==> config.mk <==
export PLATFORM = sky130hd
export DESIGN_NAME = sdatop_rx
export DESIGN_NICKNAME = d
export VERILOG_FILES = /design/src/rtl/sdatop_rx.sv
export SDC_FILE = /design/constraint.sdc
export NUM_CORES = 1
export LEC_CHECK = 0
export CAP_MARGIN = 30
export CORE_UTILIZATION = 35
export DETAILED_ROUTE_END_ITERATION = 16
export GPL_ROUTABILITY_DRIVEN = 0
export PLACE_DENSITY = 0.56
export SKIP_CTS_REPAIR_TIMING = 1
export SLEW_MARGIN = 20
export SYNTH_ARGS = -nofsm -noshare
export SYNTH_HDL_FRONTEND = slang
export SYNTH_SLANG_ARGS = --single-unit
==> constraint.sdc <==
create_clock -name sclk -period 2.6 [get_ports sclk]
set_input_delay 0.52 -clock sclk [delete_from_list [all_inputs] [get_ports sclk]]
set_output_delay 0.52 -clock sclk [all_outputs]
set_load 0.03 [all_outputs]
==> src/rtl/sdatop_rx.sv <==
// sdatop_rx -- scl/sda link receiver.
//   Oversamples scl/sda on sclk. It detects a start condition, shifts in DATA_W
//   bits MSB first, and commits the word when the stop condition arrives. The
//   word is presented as a binary value plus a registered one-hot decode.
// Ports:
//   sclk        system clock, all flops on its rising edge
//   rst         asynchronous reset, active-low
//   scl, sda    serial clock / data from the sender (asynchronous to sclk)
//   data_out    last good word, held until the next good frame
//   data_valid  one-cycle pulse when data_out/outhigh update
//   outhigh     one-hot of data_out (bit[data_out] = 1)
//   frame_err   one-cycle pulse on a malformed frame
module sdatop_rx #(
  parameter int DATA_W      = 4,
  parameter int SYNC_STAGES = 2
) (
  input  logic                   sclk,
  input  logic                   rst,
  input  logic                   scl,
  input  logic                   sda,
  output logic [DATA_W-1:0]      data_out,
  output logic                   data_valid,
  output logic [(2**DATA_W)-1:0] outhigh,
  output logic                   frame_err
);

  localparam int CNT_W = $clog2(DATA_W + 1);
  localparam int OH_W  = 2 ** DATA_W;
  localparam logic [OH_W-1:0] OH_ONE = OH_W'(1);

  typedef enum logic [1:0] {IDLE, RECV, WAIT_STOP} state_t;

  logic [SYNC_STAGES-1:0] scl_sync_q, scl_sync_d;
  logic [SYNC_STAGES-1:0] sda_sync_q, sda_sync_d;
  logic                   scl_p_q, scl_p_d;
  logic                   sda_p_q, sda_p_d;
  state_t                 state_q, state_d;
  logic [CNT_W-1:0]       count_q, count_d;
  logic [DATA_W-1:0]      shift_q, shift_d;
  logic [DATA_W-1:0]      data_out_q, data_out_d;
  logic [OH_W-1:0]        outhigh_q, outhigh_d;
  logic                   data_valid_q, data_valid_d;
  logic                   frame_err_q, frame_err_d;

  logic scl_s, sda_s, rise, start_c, stop_c;
  logic commit, err;

  // Synchroniser and one-sample history.
  always_comb begin
    scl_sync_d = {scl_sync_q[SYNC_STAGES-2:0], scl};
    sda_sync_d = {sda_sync_q[SYNC_STAGES-2:0], sda};
    scl_p_d    = scl_s;
    sda_p_d    = sda_s;
  end

  assign scl_s   = scl_sync_q[SYNC_STAGES-1];
  assign sda_s   = sda_sync_q[SYNC_STAGES-1];
  assign rise    = !scl_p_q & scl_s;
  assign start_c = sda_p_q & !sda_s & scl_s;
  assign stop_c  = !sda_p_q & sda_s & scl_s;

  // State register, plus all flops. The synchroniser resets to the
  // sender's idle bus levels so that release does not fake an edge.
  always_ff @(posedge sclk or negedge rst) begin
    if (!rst) begin
      scl_sync_q   <= '1;
      sda_sync_q   <= '0;
      scl_p_q      <= 1'b1;
      sda_p_q      <= 1'b0;
      state_q      <= IDLE;
      count_q      <= '0;
      shift_q      <= '0;
      data_out_q   <= '0;
      outhigh_q    <= '0;
      data_valid_q <= 1'b0;
      frame_err_q  <= 1'b0;
    end else begin
      scl_sync_q   <= scl_sync_d;
      sda_sync_q   <= sda_sync_d;
      scl_p_q      <= scl_p_d;
      sda_p_q      <= sda_p_d;
      state_q      <= state_d;
      count_q      <= count_d;
      shift_q      <= shift_d;
      data_out_q   <= data_out_d;
      outhigh_q    <= outhigh_d;
      data_valid_q <= data_valid_d;
      frame_err_q  <= frame_err_d;
    end
  end

  // Next-state logic. The if/else order gives start > stop > rise.
  // A stop that lands on the same sample as a scl rise is still a stop.
  always_comb begin
    state_d = state_q;
    count_d = count_q;
    shift_d = shift_q;
    commit  = 1'b0;
    err     = 1'b0;
    case (state_q)
      IDLE: begin
        if (start_c) begin
          state_d = RECV;
          count_d = '0;
        end
      end
      RECV: begin
        if (start_c) begin
          err     = 1'b1;
          count_d = '0;
        end else if (stop_c) begin
          err     = 1'b1;
          state_d = IDLE;
        end else if (rise) begin
          shift_d = {shift_q[DATA_W-2:0], sda_s};
          count_d = count_q + CNT_W'(1);
          if (count_q == CNT_W'(DATA_W - 1)) state_d = WAIT_STOP;
        end
      end
      WAIT_STOP: begin
        if (start_c) begin
          err     = 1'b1;
          state_d = RECV;
          count_d = '0;
        end else if (stop_c) begin
          commit  = 1'b1;
          state_d = IDLE;
        end else if (rise) begin
          err     = 1'b1;
          state_d = IDLE;
        end
      end
      default: state_d = IDLE;
    endcase
  end

  // Output logic. The word registers change only on commit.
  always_comb begin
    data_out_d   = data_out_q;
    outhigh_d    = outhigh_q;
    data_valid_d = commit;
    frame_err_d  = err;
    if (commit) begin
      data_out_d = shift_q;
      outhigh_d  = OH_ONE << shift_q;
    end
  end

  assign data_out   = data_out_q;
  assign outhigh    = outhigh_q;
  assign data_valid = data_valid_q;
  assign frame_err  = frame_err_q;

endmodule

## After elaboration in Yosys (flattened, before gate mapping)

Index checks and enable logic that the tools add are counted.

| storage, ports and cells | value |
|---|---|
| word-level logic and storage cells | 62 |
| register bits | 37 |
| input bits | 4 |
| output and inout port bits | 22 |

| operators by class | value |
|---|---|
| multiplexer cells | 22 |
| equality and inequality tests | 11 |
| reductions and logical operators | 9 |
| shifts and indexed selects | 1 |
| bitwise logic cells | 7 |
| add/subtract/negate cells | 1 |

Operators with widths:

| operator | count |
|---|---|
| two-way mux 2 bit | 8 |
| << shifter 1 x 4 -> 16 bit, first input constant | 1 |
| two-way mux 3 bit | 4 |
| != test 3 bit, second input constant | 4 |
| AND reduction 4 bit | 2 |
| two-way mux 1 bit | 7 |
| one-hot mux 2 bit (3 select lines) | 1 |
| one-hot mux 3 bit (2 select lines) | 1 |
| AND 1 bit | 5 |
| AND reduction 5 bit | 1 |
| != test 2 bit, second input constant | 2 |
| != test 4 bit, second input constant | 1 |
| adder 3 x 1 -> 3 bit, second input constant | 1 |
| equality test 3 x 2 -> 1 bit, second input constant | 1 |
| zero test 1 bit | 3 |
| equality test 2 x 1 -> 1 bit, second input constant | 1 |
| equality test 2 bit, second input constant | 1 |
| zero test 2 bit | 1 |
| != test 2 x 1 -> 1 bit, second input constant | 1 |
| NOT 1 bit | 2 |
| one-hot mux 1 bit (2 select lines) | 1 |
| nonzero test 2 bit | 1 |
| OR reduction 2 bit | 1 |

## Logic depth before layout (Yosys ltp)

| logic depth | value |
|---|---|
| depth after elaboration | 6 |
| gate-level depth with buffers | 7 |
| depth with buffers taken out | 7 |

## Worst setup path before layout

Ideal clock, no wire load.

| timing path | value |
|---|---|
| kind | register to register |
| start point | register count_q[0] |
| end point | register state_q[0] |
| required time | 2.475 ns |
| data arrival time | 1.671 ns |
| clock period less this slack | 1.796 ns |
| stages on the path, launching flop included | 8 |
| setup time | 0.125 ns |
| path slack | 0.804 ns |
| cells stage by stage | dfrtp_1 -> ha_1 -> ha_1 -> nor2b_1 -> maj3_2 -> a31oi_1 -> a21oi_2 -> mux2_4 |

| between the ends | value |
|---|---|
| word-level cells in the longest chain between the ends | 3 |

Ends and longest elaborated chain:

| element | line | RTL |
|---|---|---|
| from (decl) | 38 | `logic [CNT_W-1:0] count_q, count_d;` |
| from (signal assigned) | 83 | `count_q <= count_d;` |
| equality test 3 x 2 -> 1 bit | 117 | `if (count_q == CNT_W'(DATA_W - 1)) state_d = WAIT_STOP;` |
| != test 3 bit (no line) | -- |  |
| AND reduction 5 bit (no line) | -- |  |
| to (signal assigned) | 82 | `state_q <= state_d;` |
| to (decl) | 37 | `state_t state_q, state_d;` |

Every way passes these cells.
A chain may end at the register's enable or synchronous reset.

## Worst setup path after layout

| timing path | value |
|---|---|
| start point | register state_q[0] |
| end point | register outhigh_q[11] (netlist: outhigh[11]) |

| between the ends | value |
|---|---|
| word-level cells in the longest chain between the ends | 2 |

Ends and longest elaborated chain:

| element | line | RTL |
|---|---|---|
| equality test 2 bit | 100 | `case (state_q)` |
| two-way mux 1 bit | 100 |  |
| to (signal assigned) | 86 | `outhigh_q <= outhigh_d;` |
| to (decl) | 41 | `logic [OH_W-1:0] outhigh_q, outhigh_d;` |

Every way passes these cells.

==> results.txt <==
- Total global routing track utilization: 14.6%
* Worst Path Class, Setup: reg2reg
* Avg WL per Cell: 14.2 um
* Finished Core Util: 45.4%
* Sum of met2 wire segment lengths after detailed routing: 1490 um
- Of the available clock period, the critical path in the final layout requires 78.9%.
- Quantity of I/O buffers inserted on ports: 25
* Min-Delay Path Depth: 0
* Vias in the first global route: 1154
- Clk sink count: 37
* Number of nets in the layout: 188
* Sequential share of the synthesized area: 56.6%
* Crit path buffers/inverters: 2
* Number of flops mapped to enable cells by yosys: 0
* Slew Viols, Final: 0
* Worst clock skew on the final layout: 0.00723 ns
- Core box area: 4440 um2
* Unique masters post-synth: 36
- Transition time of the tightest slew-check pin: 0.549 ns
* Initial antenna violation count: 0
- From synthesis to final layout, the design area changed by 22.8%.
- The largest single stage delay on the critical path is 0.48 ns.
* I/O pin count: 26
- Max-Slew Margin vs Limit: 63.4%
- Ys async rst share: 100%
- Int Pwr: 1.17 mW
* Hold Path Class: reg2reg
* Met3 Wirelength: 155 um
- Of the total power, registers draw 43.3%.
* Final antenna diode count: 0
* Clk Tree Root Cell: clkbuf_8
- Cells after DPL: 223
- Clock Pin Slew Worst Setup and Hold Paths: 0.08 ns
* Crit path cell chain: inv_1 > ha_1 > nand3_2 > buf_4 > o31ai_1
* CTS tree: yes
- Switching Share: 38.1%
- STA classifies the critical path startpoint as a flop.
- The final route contains 1170 vias.
- Leftover overflow at the end of global routing: 0
- In the final layout, the share of cells above drive strength 1 is 12.8%.
- Floorplan die width: 70.5 um
- CTS max path bufs: 2
* Setup total negative slack: 0 ns
- Per-instance average area after synthesis: 10.8 um2
* Worst R2R Path Depth: 5
- First-pass iteration count of the detailed router: 10
* Number of H-tree levels: 2
- Outcome: finished, violations left
* Switching power: 0.718 mW
* Final routed DRC violation total: 7
- Data on the critical path is required at its endpoint by 2.80 ns.
* Crit. End Element: flop
* Floorplan die height: 70.5 um
* Register bit count reported by yosys: 37
- Dividing the detail-routed via count by the number of cells gives 5.06.
* Die ar.: 4970 um2
- The later pin in the worst-skew pair is clocked with a latency of 0.29 ns.
- Initial core utilization: 37.0%
- Crit path depth: 5
- Routed signal wires occupy layers up through met4.
- Combinational logic is responsible for 35.6% of the overall power.
- FMAX: 488 MHz
* Clock power frac: 21.1%
- Reg2Reg Setup Slack: 0.55 ns
- In the synthesized netlist, the number of instances is 152.
- Max-cap violations in this run came to 0.
- Setup violations remaining at the end of the flow were counted as 0.
* Synthesis warning total: 0
- The startpoint identified for the worst register-to-register timing path is state_q[0]$_DFFE_PN0P_.
- Clock tree synthesis inserted a total of 5 buffers.
- Unrepaired setup endpoints after global routing: no
- Largest delay share family, worst path: buffers and inverters
- Max Fanout on Critical Path: 31
* Netlist Area Pre-Place: 1640 um2
- Timing startpoint of the critical path: state_q[0]$_DFFE_PN0P_
* Count of routing violations after the opening detailed-route iteration: 52
- Summed over all layers, the routed wires come to 3290 um.
- When the netlist entered floorplanning its net count stood at 162.
- Largest net degree at the start of global routing: 38
* Wire length of the first global-routing pass: 5450 um
* IR drop worst, VDD: 0.000387 V
- In the final routing, the length of wire on met1 measures 1570 um.
- Worst Setup EP: outhigh[11]$_DFFE_PN0P_
- The smallest clock period supported by the final layout is computed as 2.05 ns.
- Count of final hold-check violations: 0
- Final hold analysis gives a worst-case slack of 0.358 ns.
* Leakage power total: 0.905 nW
* # fillers: 438
- Arrival time at the worst endpoint: 2.25 ns
* Endpoint of the worst-slack reg-to-reg timing path: outhigh[11]$_DFFE_PN0P_
- Total power per unit cell area: 933 nW/um2
- The most used flip-flop cell after synthesis is dfrtp_1.
- The detail route stage leaves a number of antenna-violating nets equal to 0.
* Number of placement rows: 24
- Post-DP HPWL: 2230 um
- The slowest stage of the critical path is the nand3_2 cell.
* Layout Cells excl Fill: 231
- The checks that failed: DRC.
-- cell type report --
class,count,area (um2),area share (%)
clock buffers,5,68.8,3.41
multi-input cells,97,634,31.4
inverters,10,37.5,1.86
clock inverters,3,17.5,0.868
well taps,52,65.1,3.22
repair buffers,27,265,13.1
flip-flops and latches,37,930,46.1
-- placed cells by master, fill, tap and decap left out, drive strengths merged --
master and count:
buf 2, o2bb2ai 1, nand2 33, clkinvlp 1
nor4 1, inv 10, a21oi 2, nor2 4
a22oi 1, xor2 1, nand3b 2, and3 1
o41ai 6, a31oi 1, nand3 3, o22ai 1
clkinv 2, a22o 1, clkbuf 5, clkdlybuf4s50 25
maj3 2, nor2b 1, nand2b 5, mux2 5
mux2i 2, o21ai 6, and2b 1, or4 1
dfrtp 34, dfstp 3, ha 6, o31ai 10
-- routing by layer --
metal | vias to the layer above | GRT usage [%]
met5 | - | 0
met4 | 0 | 6.80
met3 | 6 | 5.19
met2 | 30 | 22.9
met1 | 561 | 17.9
li1 | 573 | -
-- how the worst min path moves through the flow --
stage                                       start                 endpoint
after floorplan                               rst   count_q[0]$_DFFE_PN0P_
after global placement    sda_sync_q[0]$_DFF_PN0_  sda_sync_q[1]$_DFF_PN0_
after detailed placement  sda_sync_q[0]$_DFF_PN0_  sda_sync_q[1]$_DFF_PN0_
after CTS                 scl_sync_q[0]$_DFF_PN1_  scl_sync_q[1]$_DFF_PN1_
after global routing      scl_sync_q[0]$_DFF_PN1_  scl_sync_q[1]$_DFF_PN1_
final                     sda_sync_q[0]$_DFF_PN0_  sda_sync_q[1]$_DFF_PN0_
-- worst reg2reg max path, stage by stage, from the launching register on --
cell and delay, ns:
dfrtp_1 0.43, inv_1 0.15, ha_1 0.29, nand3_2 0.49, buf_4 0.36, o31ai_1 0.25
-- synth_stat cells (2+ instances only) --
master,number,area (um2)
nand2b_1,5,31.3
mux2i_1,2,20.0
dfstp_2,3,78.8
buf_2,3,15.0
o21ai_0,6,30.0
mux2_2,4,45.0
nor2_1,4,15.0
nand3b_1,2,15.0
ha_1,6,75.1
o31ai_1,10,75.1
nand3_1,2,10.0
inv_1,9,33.8
nand2_1,33,124
buf_1,3,11.3
dfrtp_1,34,851
o41ai_1,6,52.6
-- power groups by stage --
stage          combinational, mW  clock (mW)  sequential, mW
3_3_place_gp               0.654           0           0.819
5_1_grt                    0.737       0.437           0.834
3_5_place_dp               0.673           0           0.828
2_1_floorplan              0.384           0           0.881
4_1_cts                    0.676       0.413           0.816
6_report                   0.671       0.397           0.816
-- metrics by stage --
step / power, mW / worst slack (ns) / area (um2)
after floorplan: 1.27 / 0.804 / 1640
after global placement: 1.47 / 0.705 / 1930
after detailed placement: 1.50 / 0.558 / 1930
after CTS: 1.91 / 0.543 / 2020
after global routing: 2.01 / 0.355 / 2020
final: 1.88 / 0.550 / 2020
-- flip-flops by register name (all words and copies together) (netlist names), 2 cells and up --
signal / flops
state_q: 2
shift_q: 4
outhigh: 16
scl_sync_q: 2
data_out: 4
sda_sync_q: 2
count_q: 3
-- kinds of logic (layout without fill, tap and decap cells) --
kind of cell               Yosys count  in the layout  synth area share [%]
AOI/OAI and AO/OA                   29             29                  12.7
muxes                                7              7                  4.87
buffers and inverters               18             45                  4.80
DFF                                 37             37                  56.6
adders and majority gates            8              8                  5.86
xor gates and xnor gates             1              1                 0.533
and+or+nand+nor                     52             52                  14.6
Note: power is estimated with default switching activity, not from simulation.
